[src/rtl/rrat_commit.sv]
`default_nettype none
// ============================================================================
//  Module   : rrat_commit
//  Purpose  : Retirement RAT and commit consumer at the ROB head. Accepts one
//             retiring instruction per cycle, updates the committed
//             arch->phys map and returns the displaced physical register to
//             the free list through a small valid/ready FIFO. The whole map
//             is exported for speculative-RAT recovery after a flush.
//  Ports    : clk, rst_n          clock / async active-low reset
//             commit_*_i          retiring entry (valid, rd, pd, we)
//             commit_ready_o      commit accepted when valid && ready
//             flush_i             branch recovery strobe (map is the source)
//             free_valid_o/pd_o   freed phys reg towards the free list
//             free_ready_i        free list accepts free_pd_o
//             rrat_map_o          flattened map, entry i at [i*PW +: PW]
//             retire_count_o      accepted commits, wraps modulo 2^32
//  Options  : RRAT_FREE_BYPASS_EN - when defined, a freed register is handed
//             straight to the free list in the accept cycle if the FIFO is
//             empty and free_ready_i is high.
//  Revision : 1.0 - initial release
// ============================================================================
module rrat_commit #(
  parameter int PHYS_REGS    = 64,
  parameter int ARCH_REGS    = 32,
  parameter int FREE_Q_DEPTH = 4,
  localparam int PW = $clog2(PHYS_REGS),
  localparam int RW = $clog2(ARCH_REGS)
) (
  input  logic                    clk,
  input  logic                    rst_n,
  input  logic                    commit_valid_i,
  input  logic [RW-1:0]           commit_rd_i,
  input  logic [PW-1:0]           commit_pd_i,
  input  logic                    commit_we_i,
  output logic                    commit_ready_o,
  input  logic                    flush_i,
  output logic                    free_valid_o,
  output logic [PW-1:0]           free_pd_o,
  input  logic                    free_ready_i,
  output logic [ARCH_REGS*PW-1:0] rrat_map_o,
  output logic [31:0]             retire_count_o
);

  localparam int QW = $clog2(FREE_Q_DEPTH);

  // Committed map and freed-register FIFO state
  logic [PW-1:0] rrat_q [ARCH_REGS];
  logic [PW-1:0] rrat_d [ARCH_REGS];
  logic [PW-1:0] fifo_q [FREE_Q_DEPTH];
  logic [QW:0]   head_q, head_d;
  logic [QW:0]   tail_q, tail_d;
  logic [31:0]   count_q, count_d;

  logic          empty_w, full_w, acc_w, freeing_w, push_w, pop_w, bypass_w;
  logic [PW-1:0] old_pd_w;

  // The map is the recovery source whether or not a flush is in progress,
  // so the strobe itself does not steer any state here.
  logic          unused_flush;
  assign unused_flush = flush_i;

  // Pointers carry one extra wrap bit to tell full from empty.
  assign empty_w  = (head_q == tail_q);
  assign full_w   = (head_q[QW-1:0] == tail_q[QW-1:0]) && (head_q[QW] != tail_q[QW]);

  assign old_pd_w  = rrat_q[commit_rd_i];
  assign acc_w     = commit_valid_i && commit_ready_o;
  // rd=0 and non-writing entries never received a fresh pd, so nothing frees.
  assign freeing_w = acc_w && commit_we_i && (commit_rd_i != '0);

`ifdef RRAT_FREE_BYPASS_EN
  assign bypass_w     = freeing_w && empty_w && free_ready_i;
  assign free_valid_o = !empty_w || bypass_w;
  assign free_pd_o    = !empty_w ? fifo_q[head_q[QW-1:0]] :
                        (bypass_w ? old_pd_w : '0);
`else
  assign bypass_w     = 1'b0;
  assign free_valid_o = !empty_w;
  assign free_pd_o    = !empty_w ? fifo_q[head_q[QW-1:0]] : '0;
`endif

  assign pop_w  = !empty_w && free_ready_i;
  assign push_w = freeing_w && !bypass_w;

  // A pop in the same cycle makes room, so a full FIFO can still accept.
  assign commit_ready_o = !full_w || (!empty_w && free_ready_i);

  always_comb begin
    rrat_d = rrat_q;
    if (freeing_w) begin
      rrat_d[commit_rd_i] = commit_pd_i;
    end
  end

  always_comb begin
    head_d  = head_q + (QW+1)'(pop_w);
    tail_d  = tail_q + (QW+1)'(push_w);
    count_d = count_q + 32'(acc_w);
  end

  always_ff @(posedge clk or negedge rst_n) begin
    if (!rst_n) begin
      for (int i = 0; i < ARCH_REGS; i++) begin
        rrat_q[i] <= PW'(i);
      end
      for (int j = 0; j < FREE_Q_DEPTH; j++) begin
        fifo_q[j] <= '0;
      end
      head_q  <= '0;
      tail_q  <= '0;
      count_q <= '0;
    end else begin
      rrat_q  <= rrat_d;
      head_q  <= head_d;
      tail_q  <= tail_d;
      count_q <= count_d;
      // When full with a concurrent pop, tail aliases head: the popped entry
      // is read combinationally this cycle before being overwritten.
      if (push_w) begin
        fifo_q[tail_q[QW-1:0]] <= old_pd_w;
      end
    end
  end

  generate
    for (genvar g = 0; g < ARCH_REGS; g++) begin : g_map
      assign rrat_map_o[g*PW +: PW] = rrat_q[g];
    end
  endgenerate

  assign retire_count_o = count_q;

`ifndef SYNTHESIS
  always_ff @(posedge clk) begin
    if (rst_n) begin
      assert (!(freeing_w && (commit_pd_i == old_pd_w)))
        else $error("rrat_commit: commit pd %0d already mapped to rd %0d", commit_pd_i, commit_rd_i);
      assert (!(push_w && full_w && !pop_w))
        else $error("rrat_commit: push into full free FIFO without pop");
    end
  end
`endif

endmodule
`default_nettype wire

[config.mk]
export PLATFORM = sky130hd
export DESIGN_NAME = rrat_commit
export DESIGN_NICKNAME = d
export VERILOG_FILES = /design/src/rtl/rrat_commit.sv
export SDC_FILE = /design/constraint.sdc
export NUM_CORES = 1
export LEC_CHECK = 0
export ABC_AREA = 0
export BUFFER_PORTS_ARGS = -buffer_cell sky130_fd_sc_hd__buf_2
export CORE_MARGIN = 5
export CORE_UTILIZATION = 30
export CTS_BUF_LIST = sky130_fd_sc_hd__clkbuf_8
export CTS_CLUSTER_SIZE = 12
export DETAILED_ROUTE_END_ITERATION = 8
export PLACE_DENSITY_LB_ADDON = 0.15
export SLEW_MARGIN = 10
export SYNTH_ARGS = -nofsm -noshare
export SYNTH_HDL_FRONTEND = slang
export SYNTH_SLANG_ARGS = --single-unit
[constraint.sdc]
create_clock -name clk -period 3.2 [get_ports clk]
set_input_delay 0 -clock clk [delete_from_list [all_inputs] [get_ports clk]]
set_output_delay 0 -clock clk [all_outputs]
set_load 0.02 [all_outputs]
* After elaboration in Yosys (flattened, before gate mapping) *
Index checks and enable logic that the tools add are counted.

cells by class
  multiplexer cells = 13
  equality and inequality tests = 3
  add/subtract/negate cells = 3
  magnitude comparators = 5
  reduce and logical (&&, ||, !) cells = 11
  bitwise operators = 3

operators with widths
  kind                                                                           number
  192-bit bitwise mux                                                            1
  6-bit 2-to-1 mux                                                               7
  32-bit by 1-bit adder with 32-bit output                                       1
  6-bit binary-select mux with 5-bit select                                      1
  6-bit demux with 5-bit select                                                  1
  24-bit bitwise mux                                                             1
  6-bit binary-select mux with 2-bit select                                      1
  6-bit demux with 2-bit select                                                  1
  1-bit logical AND                                                              7
  3-bit by 1-bit adder with 3-bit output                                         2
  3-bit greater-or-equal comparator (second input constant)                      2
  6-bit greater-or-equal comparator (second input constant)                      1
  6-bit by 1-bit less-than comparator with 1-bit output (second input constant)  1
  2-bit NOT with 3-bit output                                                    2
  5-bit NOT with 6-bit output                                                    1
  5-bit nonzero test                                                             1
  3-bit == test                                                                  1
  3-bit by 1-bit less-than comparator with 1-bit output (second input constant)  1
  2-bit == test                                                                  1
  1-bit logical NOT                                                              2
  1-bit logical OR                                                               1
  1-bit != test                                                                  1

storage, ports and cells
  input port bits = 17
  logic and storage cells = 77
  output and inout port bits = 232
  flip-flop bits (word level) = 254

* Depth between registers and ports, before layout *
  depth after elaboration = 8
  depth in mapped cells = 12
  gate-level depth less buffers = 10

* Worst setup path before layout *
OpenSTA, ideal clock, no wires.

  kind = register to register
  start = register head_q[0]
  end = register count_q[16] (netlist: retire_count_o[16])
  data required time = 3.068 ns
  arrival time = 2.550 ns
  clock period less this slack = 2.682 ns
  path buffers = 2
  cell stages (with the launch flop) = 13
  setup slack = 0.518 ns
  setup time = 0.132 ns
  cells stage by stage = dfrtp_1 > buf_4 > xnor2_1 > nand4_1 > nand2_2 > inv_2 > buf_6 > ha_1 > ha_1 > and2_0 > nor2b_1 > and3_1 > xor2_1

between the ends
  longest elaborated chain between the ends = 6
  elaborated cells on any way between the ends = 9
  classes of those cells = add/sub: 1; eq/ne: 2; reduce/logical: 6

ends and longest elaborated chain
  what                                                           line    RTL
  start: declaration                                             50      logic [QW:0] head_q, head_d;
  start signal: assignment                                       109     head_q <= '0;
  start signal: assignment                                       114     head_q <= head_d;
  3-bit == test / 2-bit == test (equally long branches)          63, 64
  1-bit logical NOT / 1-bit logical AND (equally long branches)  86, 64
  1-bit logical AND / 1-bit logical NOT (equally long branches)  86      assign commit_ready_o = !full_w || (!empty_w && free_ready_i);
  1-bit logical OR (*)                                           86
  net commit_ready_o                                             35      output logic commit_ready_o,
  1-bit logical AND (*)                                          67      assign acc_w = commit_valid_i && commit_ready_o;
  32-bit by 1-bit adder with 32-bit output (*)                   98      count_d = count_q + 32'(acc_w);
  net count_d[16]                                                52      logic [31:0] count_q, count_d;
  end signal: assignment                                         116     count_q <= count_d;
  end: declaration                                               52

Mark *: on every way through the listed nets, which the timed path passes. The rest lies on a longest branch.
A chain may end at the register's enable or synchronous reset.

* Worst setup path in the final report *
  start = register head_q[1]
  end = register count_q[16] (netlist: retire_count_o[16])

between the ends
  longest elaborated chain between the ends = 6
  elaborated cells on any way between the ends = 9
  classes of those cells = add/sub: 1; eq/ne: 2; reduce/logical: 6

ends and longest elaborated chain
  what                                                           line
  3-bit == test / 2-bit == test (equally long branches)          63, 64
  1-bit logical NOT / 1-bit logical AND (equally long branches)  86, 64
  1-bit logical AND / 1-bit logical NOT (equally long branches)  86
  1-bit logical OR (*)                                           86
  1-bit logical AND (*)                                          67
  32-bit by 1-bit adder with 32-bit output (*)                   98
  net count_d[16]                                                52

Marks and branches as above.

==> results.txt <==
Worst Tran Pin Value: 0.914 ns
Rows: 73
largest family of logic cells by synthesized area: multiplexers
largest cells by area after synthesis: dfrtp_1 37%, mux2_2 20%, dfstp_2 18%
PD cells: 697 nW/µm²
met1 Use GR: 24.3%
maximum clock rate: 0.368 GHz
Resized Gates After CTS: 0
Psw: 3.55 mW
Finished Layout Cells: 1,700
Max Buffers Root-to-Sink: 3
total die area: 43,700 µm²
GP Congestion: 0.804
mux cell area share after synthesis: 29.1%
XOR/XNOR Fraction of Synth Area: 2.58%
critical path class: flip-flop to flip-flop
Crit. End Element: flip-flop
Req. time, crit path: 3.73 ns
Worst Setup Start Kind: flip-flop
drt drc: 0
hold_ws: 0.0887 ns
PortBufs: 247
Final min period: 2.72 ns
# Max-Cap Violations: 0
htree depth: 2
Chip Height: 209 µm
Starting Density: 30.1%
Post-CTS Hold Buffers: 3
final instance area: 14,700 µm²
Core Area: 39,500 µm²
max-slew violation count: 0
Switching Fraction: 34.7%
area grow syn2layout: 23.4%
root buffer cell: clkbuf_8
IR drop worst, VDD: 0.275 mV
vias after detailed routing: 8,396
global-route wire length before repair: 59,700 µm
Mapped Area: 11,900 µm²
Synthesized Nets: 897
Main synth FF type: dfrtp_1
CTS tree: yes
Yosys cell types: 43
final hold violations: 0
area leader, netlist: dfrtp_1
synth warn: 0
clk_lat worst skew: 0.61 ns
met3 Use GR: 5.21%
Worst Clk Skew: 0.0106 ns
leakage: 7.26 nW
Vias/cell: 4.94
status: complete, no violations
share of the synthesized area in the top cell type: 36.6%
num ports: 249
worst reg2reg setup slack: 0.48 ns
Placed Area: 13,700 µm²
CP Max Fanout: 8
Post-CTS Setup Inserts: 0
sequential power share: 43.4%
RSZ-0062 raised after global routing: no
busiest layer in global routing: met2
worst r2r src: head_q[1]
largest net degree at the start of global routing: 111
fillers: 3,979
routed length per placed instance: 23.8 µm
vias in the first global route: 8,797
Mapped Cells: 874
Post-synth EDFFs: 0
ant diodes: 0
nets: 1,159
Setup TNS: 0 ns
post-route ant nets: 0
Worst EP arrival: 3.25 ns
Detailed Route Iter0 Violations: 442
Synth Register Bits: 254
hold crit path type: input pin to async pin
GRT Residual Overflow: 0
drt total wl: 40,500 µm
Int Pwr: 6.67 mW
Max-slew headroom: 39.1%
GRT Util Overall: 18.1%
antenna violations before repair: 5
Clock Power Share: 30.5%
drt pass-1 iters: 5
sequential fraction of the synthesis area: 54.3%
Syn Area/Cell: 13.6 µm²
reg2reg path depth: 10
Layout Utilization: 37.2%
dpl cells: 1,608
Post-synth ARST share: 100%
Synth Area in Compound Gates: 2.75%
final setup fails: 0
Comb power frac: 26.1%
Detail Placement HPWL: 29,100 µm
die width: 209 µm
Num CTS Buffers: 48
RR Endpoint: retire_count_o[16]
CTS sink cnt: 254
Final period util: 84.9%
clk slew on worst S/H paths: 0.06 ns
simple-gate portion of the synthesized area: 8.43%
post-synthesis adder-cell area fraction: 0.632%
GR Util met2: 28.5%
share of cells above drive strength 1: 55.1%
## flip-flops by register name, indices dropped and copies added, names as in the netlist
signal and count:
fifo_q 24, retire_count_o 32, head_q 3, rrat_map_o 192, tail_q 3
## through the flow
step | total power, mW | worst slack [ns]
floorplan | 6.07 | 0.518
global placement | 7.16 | 0.544
detailed placement | 7.20 | 0.508
CTS | 10.4 | 0.485
global route | 10.8 | 0.289
finish | 10.2 | 0.483
## power by group through the flow
stage	logic [mW]	registers, mW	clock network (mW)
finish	2.67	4.44	3.11
global route	2.87	4.52	3.38
CTS	2.72	4.44	3.25
detailed placement	2.71	4.49	0
global placement	2.69	4.47	0
floorplan	1.14	4.93	0
## layout make-up
class	count	area [µm²]	share of cell area (%)
clock inverter	36	205	1.40
multi-input combinational	559	5170	35.3
sequential	254	6460	44.0
timing repair buffer	268	1430	9.75
clock buffer	53	729	4.97
inverter	5	18.8	0.128
tap	525	657	4.48
## metal layers
| layer | routed length [µm] | part of all wire [%] |
|---|---|---|
| met5 | 62 | 0.15 |
| met4 | 1050 | 2.6 |
| met3 | 2580 | 6.4 |
| met2 | 18700 | 46 |
| met1 | 18100 | 45 |
## cell usage after synthesis, types with 5 or more instances
cell         n
xor2_1      13
xnor2_1     22
buf_2       15
clkbuf_1    33
dfstp_2     80
dfrtp_1    174
nand2_1     23
nand2_2      5
mux4_2       6
nand3_1     19
nor4_1      13
nor2b_1     13
and3_1       9
nor2_4       6
nor2_1      15
o22ai_1     48
nand4_1     10
mux2_2     207
ha_1         6
buf_1        6
mux2i_1     96
nand4bb_1    6
## logic make-up (layout without fill, tap and decap cells)
logic type | count (synthesis) | count (layout)
adders and majority gates | 6 | 6
muxes | 312 | 312
AOI/OAI and AO/OA | 49 | 49
and+or+nand+nor | 157 | 157
xor gates and xnor gates | 35 | 35
DFF | 254 | 254
buffers and inverters | 61 | 362
## worst max-delay path by stage
stage / startpoint / endpoint / slack, ns
2_1_floorplan: head_q[0] / retire_count_o[16] / 0.52
3_3_place_gp: head_q[1] / retire_count_o[16] / 0.54
3_5_place_dp: head_q[1] / retire_count_o[16] / 0.51
4_1_cts: head_q[1] / retire_count_o[16] / 0.48
5_1_grt: head_q[1] / retire_count_o[30] / 0.29
6_report: head_q[1] / retire_count_o[16] / 0.48
## critical path: stages (launching register included)
cell and delay (ns):
dfrtp_1 0.52, xnor2_1 0.20, nand4_1 0.14, nand2_2 0.14, inv_2 0.12, ha_1 0.26
ha_1 0.24, and2_0 0.31, nor2b_1 0.34, and3_1 0.22, xor2_1 0.15
## cells in the final DEF (no fill, tap or decap), types with 4 or more instances in the layout
master and instances:
nand3_1 19, o22ai_1 48, and2_1 4, and3_1 9, nand2_1 23, mux2i_1 96
mux2_2 207, nand4_1 10, buf_2 245, mux4_2 6, nor3_1 4, nor2_1 15
nor2_4 6, nor2_2 4, dfrtp_1 174, and4_1 4, nand2_2 5, nand4bb_1 6
xnor2_1 22, nand4b_1 4, clkbuf_8 53, nor2b_1 13, nor4_1 13, buf_4 17
ha_1 6, inv_1 33, xor2_1 13, dfstp_2 80, or4b_2 4
Note: power is estimated with default switching activity, not from simulation.
